==> src/rtl/alu_exec_unit.sv <==
// -----------------------------------------------------------------------------
// alu_exec_unit
//   Single-issue ALU execution unit. Non-shift operations complete in one
//   cycle; shifts by N>0 are performed serially, one bit per cycle, in a
//   working register, so the result appears N+1 cycles after acceptance.
//
// Handshake (both sides): a transfer happens on a rising edge where valid and
//   ready are both high. Once out_valid is raised, result/zero/illegal hold
//   stable until the edge where out_ready is high. in_ready never depends on
//   in_valid, and out_valid never depends on out_ready.
//
// Ports
//   clk        : clock, all state updates on the rising edge
//   rst_n      : synchronous active-low reset (wins over flush and in_valid)
//   flush      : synchronous abort of the operation in flight
//   in_valid   : request valid          in_ready  : unit can accept
//   alu_ctrl   : operation code         op_a/op_b : source operands
//   out_valid  : result valid           out_ready : consumer accepts result
//   result     : operation result       zero      : result == 0
//   illegal    : alu_ctrl was unsupported
//   dbg_state  : current FSM state (0 IDLE, 1 SHIFT, 2 DONE)
// -----------------------------------------------------------------------------
module alu_exec_unit #(
  parameter int XLEN = 32
) (
  input  logic            clk,
  input  logic            rst_n,
  input  logic            flush,
  input  logic            in_valid,
  output logic            in_ready,
  input  logic [3:0]      alu_ctrl,
  input  logic [XLEN-1:0] op_a,
  input  logic [XLEN-1:0] op_b,
  output logic            out_valid,
  input  logic            out_ready,
  output logic [XLEN-1:0] result,
  output logic            zero,
  output logic            illegal,
  output logic [1:0]      dbg_state
);

  localparam int SHW = $clog2(XLEN);
  localparam logic [SHW-1:0] CNT_ONE = SHW'(1);

  typedef enum logic [1:0] {
    S_IDLE  = 2'd0,
    S_SHIFT = 2'd1,
    S_DONE  = 2'd2
  } state_t;

  // Serial shift direction held while in SHIFT.
  localparam logic [1:0] K_SLL = 2'd0;
  localparam logic [1:0] K_SRL = 2'd1;
  localparam logic [1:0] K_SRA = 2'd2;

  state_t          r_state;
  logic [XLEN-1:0] r_result;
  logic            r_illegal;
  logic [SHW-1:0]  r_cnt;
  logic [1:0]      r_kind;

  logic            w_accept;
  logic [XLEN-1:0] w_res;
  logic            w_ill;
  logic            w_is_shift;
  logic [1:0]      w_kind;
  logic [SHW-1:0]  w_shamt;

  // in_ready is combinational on out_ready so a finished result can be
  // consumed and a new request accepted on the same edge (no bubble).
  assign in_ready  = rst_n && !flush &&
                     ((r_state == S_IDLE) || ((r_state == S_DONE) && out_ready));
  assign w_accept  = in_valid && in_ready;
  assign w_shamt   = op_b[SHW-1:0];

  assign out_valid = (r_state == S_DONE);
  assign result    = r_result;
  assign illegal   = r_illegal;
  assign zero      = (r_result == '0);
  assign dbg_state = r_state;

  // Single-cycle operations. For shifts the value here is op_a, which is the
  // correct result for a zero shift amount and the start value otherwise.
  always_comb begin
    w_res      = '0;
    w_ill      = 1'b0;
    w_is_shift = 1'b0;
    w_kind     = K_SLL;
    case (alu_ctrl)
      4'd0: w_res = op_a + op_b;
      4'd1: w_res = op_a - op_b;
      4'd2: w_res = op_a & op_b;
      4'd3: w_res = op_a | op_b;
      4'd4: w_res = op_a ^ op_b;
      4'd5: w_res = {{(XLEN-1){1'b0}}, ($signed(op_a) < $signed(op_b))};
      4'd6: begin w_res = op_a; w_is_shift = 1'b1; w_kind = K_SLL; end
      4'd7: begin w_res = op_a; w_is_shift = 1'b1; w_kind = K_SRL; end
      4'd8: begin w_res = op_a; w_is_shift = 1'b1; w_kind = K_SRA; end
      4'd9: w_res = {{(XLEN-1){1'b0}}, (op_a < op_b)};
      default: begin w_res = '0; w_ill = 1'b1; end
    endcase
  end

  always_ff @(posedge clk) begin
    if (!rst_n) begin
      r_state   <= S_IDLE;
      r_result  <= '0;
      r_illegal <= 1'b0;
      r_cnt     <= '0;
      r_kind    <= K_SLL;
    end else if (flush) begin
      r_state <= S_IDLE;
      r_cnt   <= '0;
    end else begin
      case (r_state)
        S_IDLE, S_DONE: begin
          if (w_accept) begin
            r_result  <= w_res;
            r_illegal <= w_ill;
            r_kind    <= w_kind;
            if (w_is_shift && (w_shamt != '0)) begin
              r_state <= S_SHIFT;
              r_cnt   <= w_shamt;
            end else begin
              r_state <= S_DONE;
              r_cnt   <= '0;
            end
          end else if ((r_state == S_DONE) && out_ready) begin
            r_state <= S_IDLE;
          end
        end
        S_SHIFT: begin
          case (r_kind)
            K_SLL:   r_result <= {r_result[XLEN-2:0], 1'b0};
            K_SRL:   r_result <= {1'b0, r_result[XLEN-1:1]};
            default: r_result <= {r_result[XLEN-1], r_result[XLEN-1:1]};
          endcase
          r_cnt <= r_cnt - CNT_ONE;
          // The last shift happens on the edge where the count goes 1 -> 0.
          if (r_cnt == CNT_ONE) r_state <= S_DONE;
        end
        default: r_state <= S_IDLE;
      endcase
    end
  end

endmodule

==> config.mk <==
export PLATFORM = sky130hd
export DESIGN_NAME = alu_exec_unit
export DESIGN_NICKNAME = d
export VERILOG_FILES = /design/src/rtl/alu_exec_unit.sv
export SDC_FILE = /design/constraint.sdc
export NUM_CORES = 1
export LEC_CHECK = 0
export ABC_AREA = 1
export BUFFER_PORTS_ARGS = -buffer_cell sky130_fd_sc_hd__clkbuf_2
export CORE_ASPECT_RATIO = 0.7
export CORE_MARGIN = 3
export CORE_UTILIZATION = 35
export DETAILED_ROUTE_END_ITERATION = 8
export SYNTH_ARGS = -nofsm -noshare
export SYNTH_HDL_FRONTEND = slang
export SYNTH_SLANG_ARGS = --single-unit
==> constraint.sdc <==
create_clock -name clk -period 2.33 [get_ports clk]
set_input_delay 0.3495 -clock clk [delete_from_list [all_inputs] [get_ports clk]]
set_output_delay 0.3495 -clock clk [all_outputs]
set_load 0.1 [all_outputs]
After elaboration in Yosys (flattened, before gate mapping)
Cells that the tools add are included.

Flip-flop bits (word level): 42. Word-level logic and storage cells: 70.

Add/sub/neg operators: 3. Order comparisons: 2. Equality and inequality tests: 17. Muxes and demuxes: 15. Bitwise operators: 5. Reduce and logical (&&, ||, !) cells: 22.

Operators with widths (number): $pmux 32 s8 (1); $pmux 32 s2 (2); $lt 32x32->1 (2); $add 32x32->32 (1); $and 32x32->32 (1); $logic_not 32->1 (1); $mux 32 (1); $or 32x32->32 (1); $sub 32x32->32 (1); $xor 32x32->32 (1); $eq 4x3->1 const B (4); $mux 5 (2); $pmux 5 s2 (1); $reduce_or 10->1 (1); $eq 4x2->1 const B (2); $eq 4x4->1 const B (2); $mux 2 (4); $pmux 2 s2 (2); $reduce_and 3->1 (2); $eq 5x1->1 const B (1); $logic_and 1x1->1 (5); $reduce_bool 5->1 (1); $sub 5x1->5 const B (1); $eq 2x1->1 const B (2); other kinds (16) (22).

Longest topological paths before layout
Gate-level depths: netlist of the first run.

Depth in word-level cells: 7. Mapped depth: 19.

Least setup slack after synthesis of the first run
OpenSTA, ideal clock, no wires.

Kind: flip-flop to output port. Start: register r_result[9], in the netlist result[9]. End: output port zero. Arrival: 2429 ps. Data required time: 1980 ps. Path slack: -448 ps. Cell stages (with the launch flop): 4. Path buffers: 0. Cell sequence: dfxtp_1 -> nor4_1 -> nand4_1 -> nor2_1.

Cells in the longest elaborated chain, start to end: 1.

Ends and longest elaborated chain: start, declared (line 57) `logic [XLEN-1:0] r_result;`; start signal, assigned (line 118) `r_result <= w_res;`; start signal, assigned (line 134) `K_SLL: r_result <= {r_result[XLEN-2:0], 1'b0};`; start signal, assigned (line 135) `K_SRL: r_result <= {1'b0, r_result[XLEN-1:1]};`; $logic_not 32->1 (line 79) `assign zero = (r_result == '0);`; end, declared (line 37) `output logic zero,`.

Every way passes these cells.

Final worst setup path of the first run
Start: input port op_a[9]. End: register r_result[10], in the netlist result[10].

Cells in the longest elaborated chain, start to end: 4. Elaborated cells between the ends (all ways): 5.

Ends and longest elaborated chain: start, declared (line 32) `input logic [XLEN-1:0] op_a,`; $sub 32x32->32 or $add 32x32->32 (tied branches) (line 91, 90); $pmux 32 s8 (*) (line 89) `case (alu_ctrl)`; $mux 32 (*) (line 117) `if (w_accept) begin`; $pmux 32 s2 (*) (line 115) `case (r_state)`.

Mark *: on every way between the ends. The rest lies on a longest branch, timed or not. The select of a mux whose other input is x is not followed. A chain may end at the register's enable or synchronous reset.

==> results.toml, run 1 <==
[global_routing]
grt.busiest_layer = "met1"
first_global_vias = 10718
grt_pass1_wl_mm = 60.8
grt_remaining_overflow = 0
antenna_found_initial = 0
grt_usage = 0.282
grt_use_met2 = 0.381
gr-usage-met3 = 0.0690
grt_max_degree = 41
use_met1 = 0.453

[synthesis]
synth_edf_count = 0
synth_flop_cell = "dfxtp_1"
synth_xor_xnor_area_share = 0.00585
synth.ff_latch_count = 42
synth_warnings = 0
synth_top_area_cell = "nand2_1"
synth_top_family_by_area = "simple AND/OR/NAND/NOR gates"
yosysSeqAreaShare = 0.0935
synth-async-reset-ratio = 0
synth_area_leaders = "nand2_1, ha_1, inv_1"
ys_types = 42
syn_nets = 1859
yosysTopAreaCellShare = 0.197
synth_compound_area_frac = 0.185
synth-simple-area-share = 0.387
netlist_area_um2 = 8990
syn_avg_cell_area_um2 = 5.39
synthMuxAreaShare = 0
synth_fa_ha_area_frac = 0.165
syn_inst = 1669

[power_and_ir_drop]
p_sw_frac = 0.488
intPower_mw = 2.11
switching_power_mw = 2.02
powerDensity_nw_per_um2 = 345
clock_power_share = 0.180
power.leakage_nw = 6.84
ir_drop_mv = 0.318
p_seq_frac = 0.188
comb_power_share = 0.632

[clock_network]
cts_buffer_depth = 2
cts-root-buf = "clkbuf_16"
htreeDepth = 2
cts_buffers = 5
cts_hold_buf = 0
clkLatencyLatePin_ns = 0.30
path_clk_slew_ns = 0.07
cts.sinks = 42
cts_tree = "built"

[drt]
drtIter0Drc = 1245
vias = 12023
ant_nets = 0
viasPerCell = 5.19
first_pass_iters = 6
drc = 0
wirelength_mm = 40.7
wire_per_inst_um = 17.6

[cells_and_area]
drive_gt1_frac = 0.226
area_growth_pct = 33.0
nNetsFinal = 2181
mostFrequentLayoutCells = "nand2_1, inv_1, buf_4"
ff_latch_area_um2 = 843
antenna_cells = 0
fin_area_um2 = 12000
layout.cells.non_filler = 2317
fillers = 2678
mostFrequentLayoutCell = "nand2_1"
multi_input_area_um2 = 6780

[worst_setup_path]
critPathKind = "in2reg"
crit_path_frequent_cell = "nand2_1"
slowest_stage = "ha_1"
cp_cell_sequence = "clkbuf_2 -> inv_1 -> ha_1 -> nand2_1 -> inv_1 -> nand2_1 -> nand2_1 -> nand3b_1 -> or2_2 -> nand3_1 -> nand3_1 -> nand2_1 -> a21oi_1"
end_kind = "flip-flop"
required_ns = 2.51
start_kind = "primary input"
worst_ep_arrival_time_ns = 2.40
crit_fanout = 7
slowest_delay_ns = 0.42

[timing]
hold_viol_final = 0
skew_ns = 0.0108
grt_setup_unrepaired = "no"
finalSetupViolations = 0
fin_crit_sh = 0.954
relSlewSlack = 0.373
fin_tns_setup_ns = 0
period_needed_ns = 2.22
tightest_slew_ns = 0.940
drv_slew = 0
max_freq_mhz = 450

[place]
gp_congestion = 1.07
placed_cells = 2309
place_area_um2 = 11700
io_buffers = 110
hpwl_mm = 34.6

[floorplan]
die_w_um = 198
core_area_um2 = 24900
pin_count = 111
initial_core_util = 0.361
row_count = 48
die_h_um = 140
die-area_um2 = 27700

[min_path]
hp-class = "in2reg"

[run]
max-cap-violations = 0

[outcome]
status = "completed"
[power by group through the flow]
| stage | logic, mW | registers (mW) | clock network (mW) |
|---|---|---|---|
| after global placement | 2.49 | 0.791 | 0 |
| after global routing | 2.83 | 0.780 | 0.777 |
| after floorplan | 1.20 | 0.945 | 0 |
| after detailed placement | 2.51 | 0.792 | 0 |
| after CTS | 2.52 | 0.775 | 0.757 |
| final | 2.61 | 0.777 | 0.743 |
[layout make-up]
class                           instances  share of cell area
Inverter                              316              0.0994
Clock inverter                          3             0.00199
Clock buffer                            5              0.0105
Sequential cell                        42              0.0705
Multi-Input combinational cell       1252               0.567
Tap cell                              325              0.0340
Timing Repair Buffer                  374               0.216
[Yosys cell counts, types with 3 or more instances]
| master | number |
|---|---|
| and2_1 | 4 |
| clkbuf_1 | 20 |
| inv_2 | 18 |
| dfxtp_1 | 42 |
| nand2_1 | 472 |
| o21ai_0 | 74 |
| nor2_1 | 174 |
| nand3_1 | 124 |
| and3_1 | 3 |
| o21bai_1 | 8 |
| o221ai_1 | 3 |
| nor2_2 | 6 |
| nor3_1 | 19 |
| buf_2 | 30 |
| buf_1 | 3 |
| nand4_1 | 17 |
| inv_1 | 297 |
| a221oi_1 | 24 |
| nor4_1 | 10 |
| xor2_1 | 6 |
| ha_1 | 115 |
| a21oi_1 | 96 |
| o22ai_1 | 33 |
| o211ai_1 | 6 |
| a31oi_1 | 10 |
| o21ai_1 | 29 |
| buf_6 | 3 |
[path summary, 6_finish.rpt]
path                                    from            to  slack, ns  cells past startpoint
worst max-delay path                 op_a[9]    result[10]       0.11                     13
worst min-delay path               out_ready  dbg_state[1]       0.35                      4
worst max register to register  dbg_state[1]    result[29]       0.42                     10
worst min register to register     r_kind[0]     r_kind[0]       0.49                      2
[worst max-delay path, delay by kind of cell]
kind	cells	cell delay, ns
compound gates	1	0.07
fa+ha+maj	1	0.42
buf+inv	3	0.20
simple gates	8	1.37
[cells by family (layout without fill, tap and decap cells)]
logic type / Yosys count / after routing
compound gates: 290 / 290
xor+xnor: 6 / 6
fa+ha+maj: 117 / 117
buf+inv: 375 / 698
flops: 42 / 42
simple gates: 839 / 839
[repair_timing]
item | CTS | global route
endpoints found under the hold margin | 0 | 0
setup endpoints to repair | 0 | 14
gates resized for setup | 0 | 34
buffers inserted | 0 | 0
[state kept, by name, indices dropped and copies added, names as in the netlist]
signal / flops
r_kind: 2
dbg_state: 2
result: 32
illegal: 1
r_cnt: 5
[layer usage]
layer  vias up  wire [um]
li1       5961          -
met1      5437      20100
met2       598      15200
met3        27       5040
met4         0        378
met5         -          0
[through the flow]
step           utilization  worst slack (ns)  power, mW  hold WS (ns)
3_5_place_dp         0.470            -0.188       3.30         0.485
3_3_place_gp         0.470            -0.174       3.29         0.458
6_report             0.480             0.108       4.13         0.349
2_1_floorplan            -          -0.00902       2.14         0.442
5_1_grt              0.480         0.0000802       4.38         0.367
4_1_cts              0.476             0.119       4.05         0.349
Note: power is estimated with default switching activity, not from simulation.
==> run 2, diff against run 1 <==
--- a/config.mk
+++ b/config.mk
@@ -5,11 +5,12 @@
 export SDC_FILE = /design/constraint.sdc
 export NUM_CORES = 1
 export LEC_CHECK = 0
-export ABC_AREA = 1
+export ABC_AREA = 0
 export BUFFER_PORTS_ARGS = -buffer_cell sky130_fd_sc_hd__clkbuf_2
 export CORE_ASPECT_RATIO = 0.7
 export CORE_MARGIN = 3
 export CORE_UTILIZATION = 35
+export CTS_CLUSTER_SIZE = 28
 export DETAILED_ROUTE_END_ITERATION = 8
 export SYNTH_ARGS = -nofsm -noshare
 export SYNTH_HDL_FRONTEND = slang
==> run 2 against run 1 <==
Routed wire length shrank 17%. Die area fell by 15%. Sequential share of layout area fell by 0.15 points. The run now ends with negative setup slack left. Sequential cell count is the same. Maximum frequency is 24% lower.
==> results.toml, run 2 <==
[timing]
hold_ws_ns = 0.439
grt_setup_unrepaired = "yes"
hold_viol_final = 0
finalSetupViolations = 25
relSlewSlack = 0.595
fin_crit_sh = 1.25
period_needed_ns = 2.91
skew_ns = 0.00648
tightest_slew_ns = 0.607
drv_slew = 0
setup_ws_ns = -0.580
fin_tns_setup_ns = -6.30
max_freq_mhz = 344

[drt]
met3_wirelength_mm = 3.29
vias = 10175
wire_per_inst_um = 19.4
ant_nets = 0
viasPerCell = 5.81
first_pass_iters = 6
drtIter0Drc = 1300
routed.top_layer = "met4"
drt-met1-wl_mm = 15.0
met2_length_mm = 14.8
drc = 0
wirelength_mm = 33.9

[clock_network]
cts_tree = "built"
cts_buffers = 5
cts-root-buf = "clkbuf_16"
cts.sinks = 42
cts_buffer_depth = 2
clkLatencyLatePin_ns = 0.29
path_clk_slew_ns = 0.06
htreeDepth = 2

[cells_and_area]
nNetsFinal = 1663
mostFrequentLayoutCell = "buf_4"
area_growth_pct = 62.0
antenna_cells = 0
mostFrequentLayoutCells = "buf_4, a21oi_1, clkbuf_2"
largest_reg_flops = 32
drive_gt1_frac = 0.429
layout.cells.non_filler = 1750
fin_util = 0.584
fillers = 1861
fin_area_um2 = 12300

[synthesis]
synth-async-reset-ratio = 0
yosysSeqAreaShare = 0.111
synth.ff_latch_count = 42
synth_area_leaders = "ha_1, dfxtp_1, a21oi_1"
synth_top_area_cell = "ha_1"
ys_types = 74
synth_edf_count = 0
syn_avg_cell_area_um2 = 6.95
syn_inst = 1088
yosysTopAreaCellShare = 0.190
netlist_area_um2 = 7560
synth_flop_cell = "dfxtp_1"
synth_top_cells_by_count = "a21oi_1, ha_1, inv_1"
synth_warnings = 0
syn_nets = 1278
post-synth-top-count-cell = "a21oi_1"

[floorplan]
row_count = 44
die_h_um = 129
die-area_um2 = 23400
die_w_um = 182
initial_core_util = 0.361
core_area_um2 = 21000
pin_count = 111

[worst_setup_path]
reg2reg_depth = 8
worst_ep_arrival_time_ns = 3.07
required_ns = 2.49
end_kind = "flip-flop"
crit_fanout = 3
critPathKind = "in2reg"
start_kind = "primary input"

[power_and_ir_drop]
switching_power_mw = 1.94
powerDensity_nw_per_um2 = 355
p_sw_frac = 0.446
p_seq_frac = 0.184
power.leakage_nw = 5.52
finalPower_mw = 4.36
comb_power_share = 0.645
ir_drop_mv = 0.272
intPower_mw = 2.41
clock_power_share = 0.170

[global_routing]
grt_max_degree = 31
grt_remaining_overflow = 0
first_global_vias = 9439
grt_usage = 0.263
grt_pass1_wl_mm = 50.7
antenna_found_initial = 0

[place]
place_ws_ns = -0.989
gp_congestion = 0.968
placed_cells = 1709
place_area_um2 = 10900
hpwl_mm = 25.4
io_buffers = 110

[outcome]
status = "finished, violations left"
violations = "negative setup slack"

[min_path]
hp-class = "in2reg"
hold_depth = 3

[run]
max-cap-violations = 0
run 2: cell types whose count changed after synthesis, sizes merged, moves of 32 or more:
cell and delta:
nor2 -88, nand2 -394, inv -216, clkbuf +32, a21oi +36, nand3 -105
run 2: cell families (layout without fill, tap and decap cells):
| family | Yosys count | count (layout) | share of synthesized area |
|---|---|---|---|
| compound gates | 420 | 420 | 0.368 |
| buf+inv | 173 | 559 | 0.0911 |
| mux | 25 | 25 | 0.0354 |
| fa+ha+maj | 117 | 117 | 0.196 |
| xor+xnor | 13 | 13 | 0.0151 |
| flops | 42 | 42 | 0.111 |
| simple gates | 298 | 298 | 0.183 |
run 2: final cells by class:
type,instances,area [um^2],area share
timing repair buffer,450,3410,0.278
tap,276,345,0.0282
sequential,42,846,0.0690
inverter,101,417,0.0340
multi-input combinational,873,7090,0.579
clock buffer,7,143,0.0116
clock inverter,1,5.00,0.000408
run 2: routing by layer:
| metal | vias to the layer above | global-route usage |
|---|---|---|
| met1 | 4792 | 0.371 |
| met2 | 536 | 0.407 |
| met4 | 0 | 0.0707 |
| li1 | 4767 | - |
| met3 | 80 | 0.0574 |
| met5 | - | 0 |
run 2: timing repair:
item / in CTS / in global routing
pin swaps: 30 / 93
buffers inserted: 13 / 26
endpoints found under the setup margin: 25 / 27
gates resized for setup: 63 / 143
hold buffers: 0 / 0
run 2: power groups by stage:
stage          sequential (mW)  combinational, mW  clock [mW]
6_report                 0.802               2.81       0.742
5_1_grt                  0.805               2.99       0.770
4_1_cts                  0.800               2.47       0.736
3_5_place_dp             0.815               2.33           0
3_3_place_gp             0.815               2.31           0
2_1_floorplan             1.00               1.12           0
run 2: worst paths after layout:
kind,start,end,slack [ns]
max,op_a[0],result[28],-0.58
min,op_a[31],result[31],0.44
max reg2reg,dbg_state[0],result[14],-0.02
min reg2reg,r_cnt[3],r_cnt[3],0.46
run 2: critical path, stage by stage:
cell and delay (ns):
clkbuf_16 0.12, buf_6 0.10, ha_4 0.14, inv_4 0.04, fa_2 0.41, nor2b_4 0.16, o31ai_4 0.08, a211oi_2 0.30
a21o_1 0.26, buf_6 0.12, buf_6 0.10, o221ai_4 0.13, o21ai_2 0.20, a21o_1 0.15, a21oi_2 0.05, mux2i_1 0.21
o2111ai_2 0.14
==> run 3, diff against run 2 <==
--- a/config.mk
+++ b/config.mk
@@ -12,6 +12,7 @@
 export CORE_UTILIZATION = 35
 export CTS_CLUSTER_SIZE = 28
 export DETAILED_ROUTE_END_ITERATION = 8
+export SKIP_LAST_GASP = 1
 export SYNTH_ARGS = -nofsm -noshare
 export SYNTH_HDL_FRONTEND = slang
 export SYNTH_SLANG_ARGS = --single-unit
==> run 3 against run 2 <==
The run still ends with negative setup slack left. Global-route usage about the same. Sequential share of layout area about the same. Critical path depth fell by 3. Core utilization rose by 0.29 points. Sequential cell count is the same. Design area grew 0.50%. Setup slack improved by 0.051 ns. First-iteration DRC count decreased by 5.0%. Sequential power barely moved. Count of clock-buffer cells in the layout is the same. Non-clock buffer count is 4 higher.
==> results.toml, run 3 (synthesis gave the netlist of run 2 again) <==
[outcome]
status = "finished, violations left"
violations = "negative setup slack"

[cells_and_area]
drive_gt1_frac = 0.435
ff_latch_area_um2 = 846
multi_input_area_um2 = 7150
area_growth_pct = 62.8
fin_util = 0.587
mostFrequentLayoutCell = "buf_4"
fin_area_um2 = 12300
fillers = 1849
layout.cells.non_filler = 1754
nNetsFinal = 1667
antenna_cells = 0
largest_reg_flops = 32
mostFrequentLayoutCells = "buf_4, a21oi_1, clkbuf_2"

[global_routing]
grt_usage = 0.263
grt_max_degree = 31
gr-usage-met3 = 0.0574
antenna_found_initial = 0
first_global_vias = 9436
grt.busiest_layer = "met2"
grt_pass1_wl_mm = 50.7
grt_remaining_overflow = 0
use_met1 = 0.371
grt_use_met2 = 0.407

[timing]
max_freq_mhz = 350
skew_ns = 0.00726
fin_tns_setup_ns = -6.46
fin_crit_sh = 1.23
grt_setup_unrepaired = "yes"
setup_ws_ns = -0.528
finalSetupViolations = 25
hold_ws_ns = 0.439
drv_slew = 0
period_needed_ns = 2.86
relSlewSlack = 0.602
hold_viol_final = 0
tightest_slew_ns = 0.599

[drt]
vias = 10125
drc = 0
viasPerCell = 5.77
wirelength_mm = 33.8
drtIter0Drc = 1235
first_pass_iters = 6
ant_nets = 0
wire_per_inst_um = 19.3

[place]
hpwl_mm = 25.4
io_buffers = 110
placed_cells = 1709
place_area_um2 = 10900
gp_congestion = 0.968
place_ws_ns = -0.989

[clock_network]
cts_buffers = 5
path_clk_slew_ns = 0.06
cts.sinks = 42
cts_buffer_depth = 2
clkLatencyLatePin_ns = 0.29
cts_tree = "built"
cts-root-buf = "clkbuf_16"
htreeDepth = 2

[floorplan]
initial_core_util = 0.361
row_count = 44
die-area_um2 = 23400
die_h_um = 129
pin_count = 111
die_w_um = 182
core_area_um2 = 21000

[worst_setup_path]
end_kind = "flip-flop"
crit_fanout = 3
required_ns = 2.49
critPathKind = "in2reg"
worst_ep_arrival_time_ns = 3.02
start_kind = "primary input"

[run]
max-cap-violations = 0

[power_and_ir_drop]
powerDensity_nw_per_um2 = 356
power.leakage_nw = 5.54
finalPower_mw = 4.38
ir_drop_mv = 0.271

[min_path]
hp-class = "in2reg"
-- run 3: cell count changes in the layout (fill, tap and decap cells not counted), sizes merged --
cell	before	now
buf	351	355
-- run 3: final cells by class --
type	instances	area share
multi-input combinational	873	0.581
timing repair buffer	454	0.277
sequential	42	0.0687
inverter	101	0.0336
tap	276	0.0280
clock buffer	7	0.0116
clock inverter	1	0.000406
-- run 3: final timing paths --
kind,startpoint,to,slack (ns),cells after the start
setup / recovery,op_a[0],result[30],-0.53,14
hold / removal,op_a[31],result[31],0.44,3
setup reg to reg,dbg_state[0],result[14],0,8
hold reg to reg,r_cnt[3],r_cnt[3],0.46,2
-- run 3: worst max-delay path, cell delays in order --
cell       delay [ns]
clkbuf_16        0.12
inv_12           0.03
ha_4             0.15
fa_2             0.37
o21bai_4         0.12
a21oi_2          0.08
o31a_1           0.28
a31oi_4          0.32
a221oi_4         0.12
or3_1            0.31
o211ai_1         0.12
mux2_4           0.32
a221oi_2         0.23
a211oi_1         0.07
-- run 3: where the power goes --
group	leakage [nW]	switching [mW]	total, mW	internal [mW]
Combinational	5.13	1.59	2.84	1.25
Sequential	0.343	0.0546	0.803	0.748
Clock	0.0739	0.312	0.739	0.426
-- run 3: timing repair --
item,4_1_cts,5_1_grt
pin swaps,30,94
buffers inserted,13,28
gates resized for setup,60,147
hold buffers,0,0
endpoints found under the setup margin,25,27
-- run 3: per-layer routing --
metal / vias to the layer above / part of all wire
li1: 4771 / -
met1: 4727 / 0.44
met2: 545 / 0.43
met3: 82 / 0.10
met4: 0 / 0.025
met5: - / 0
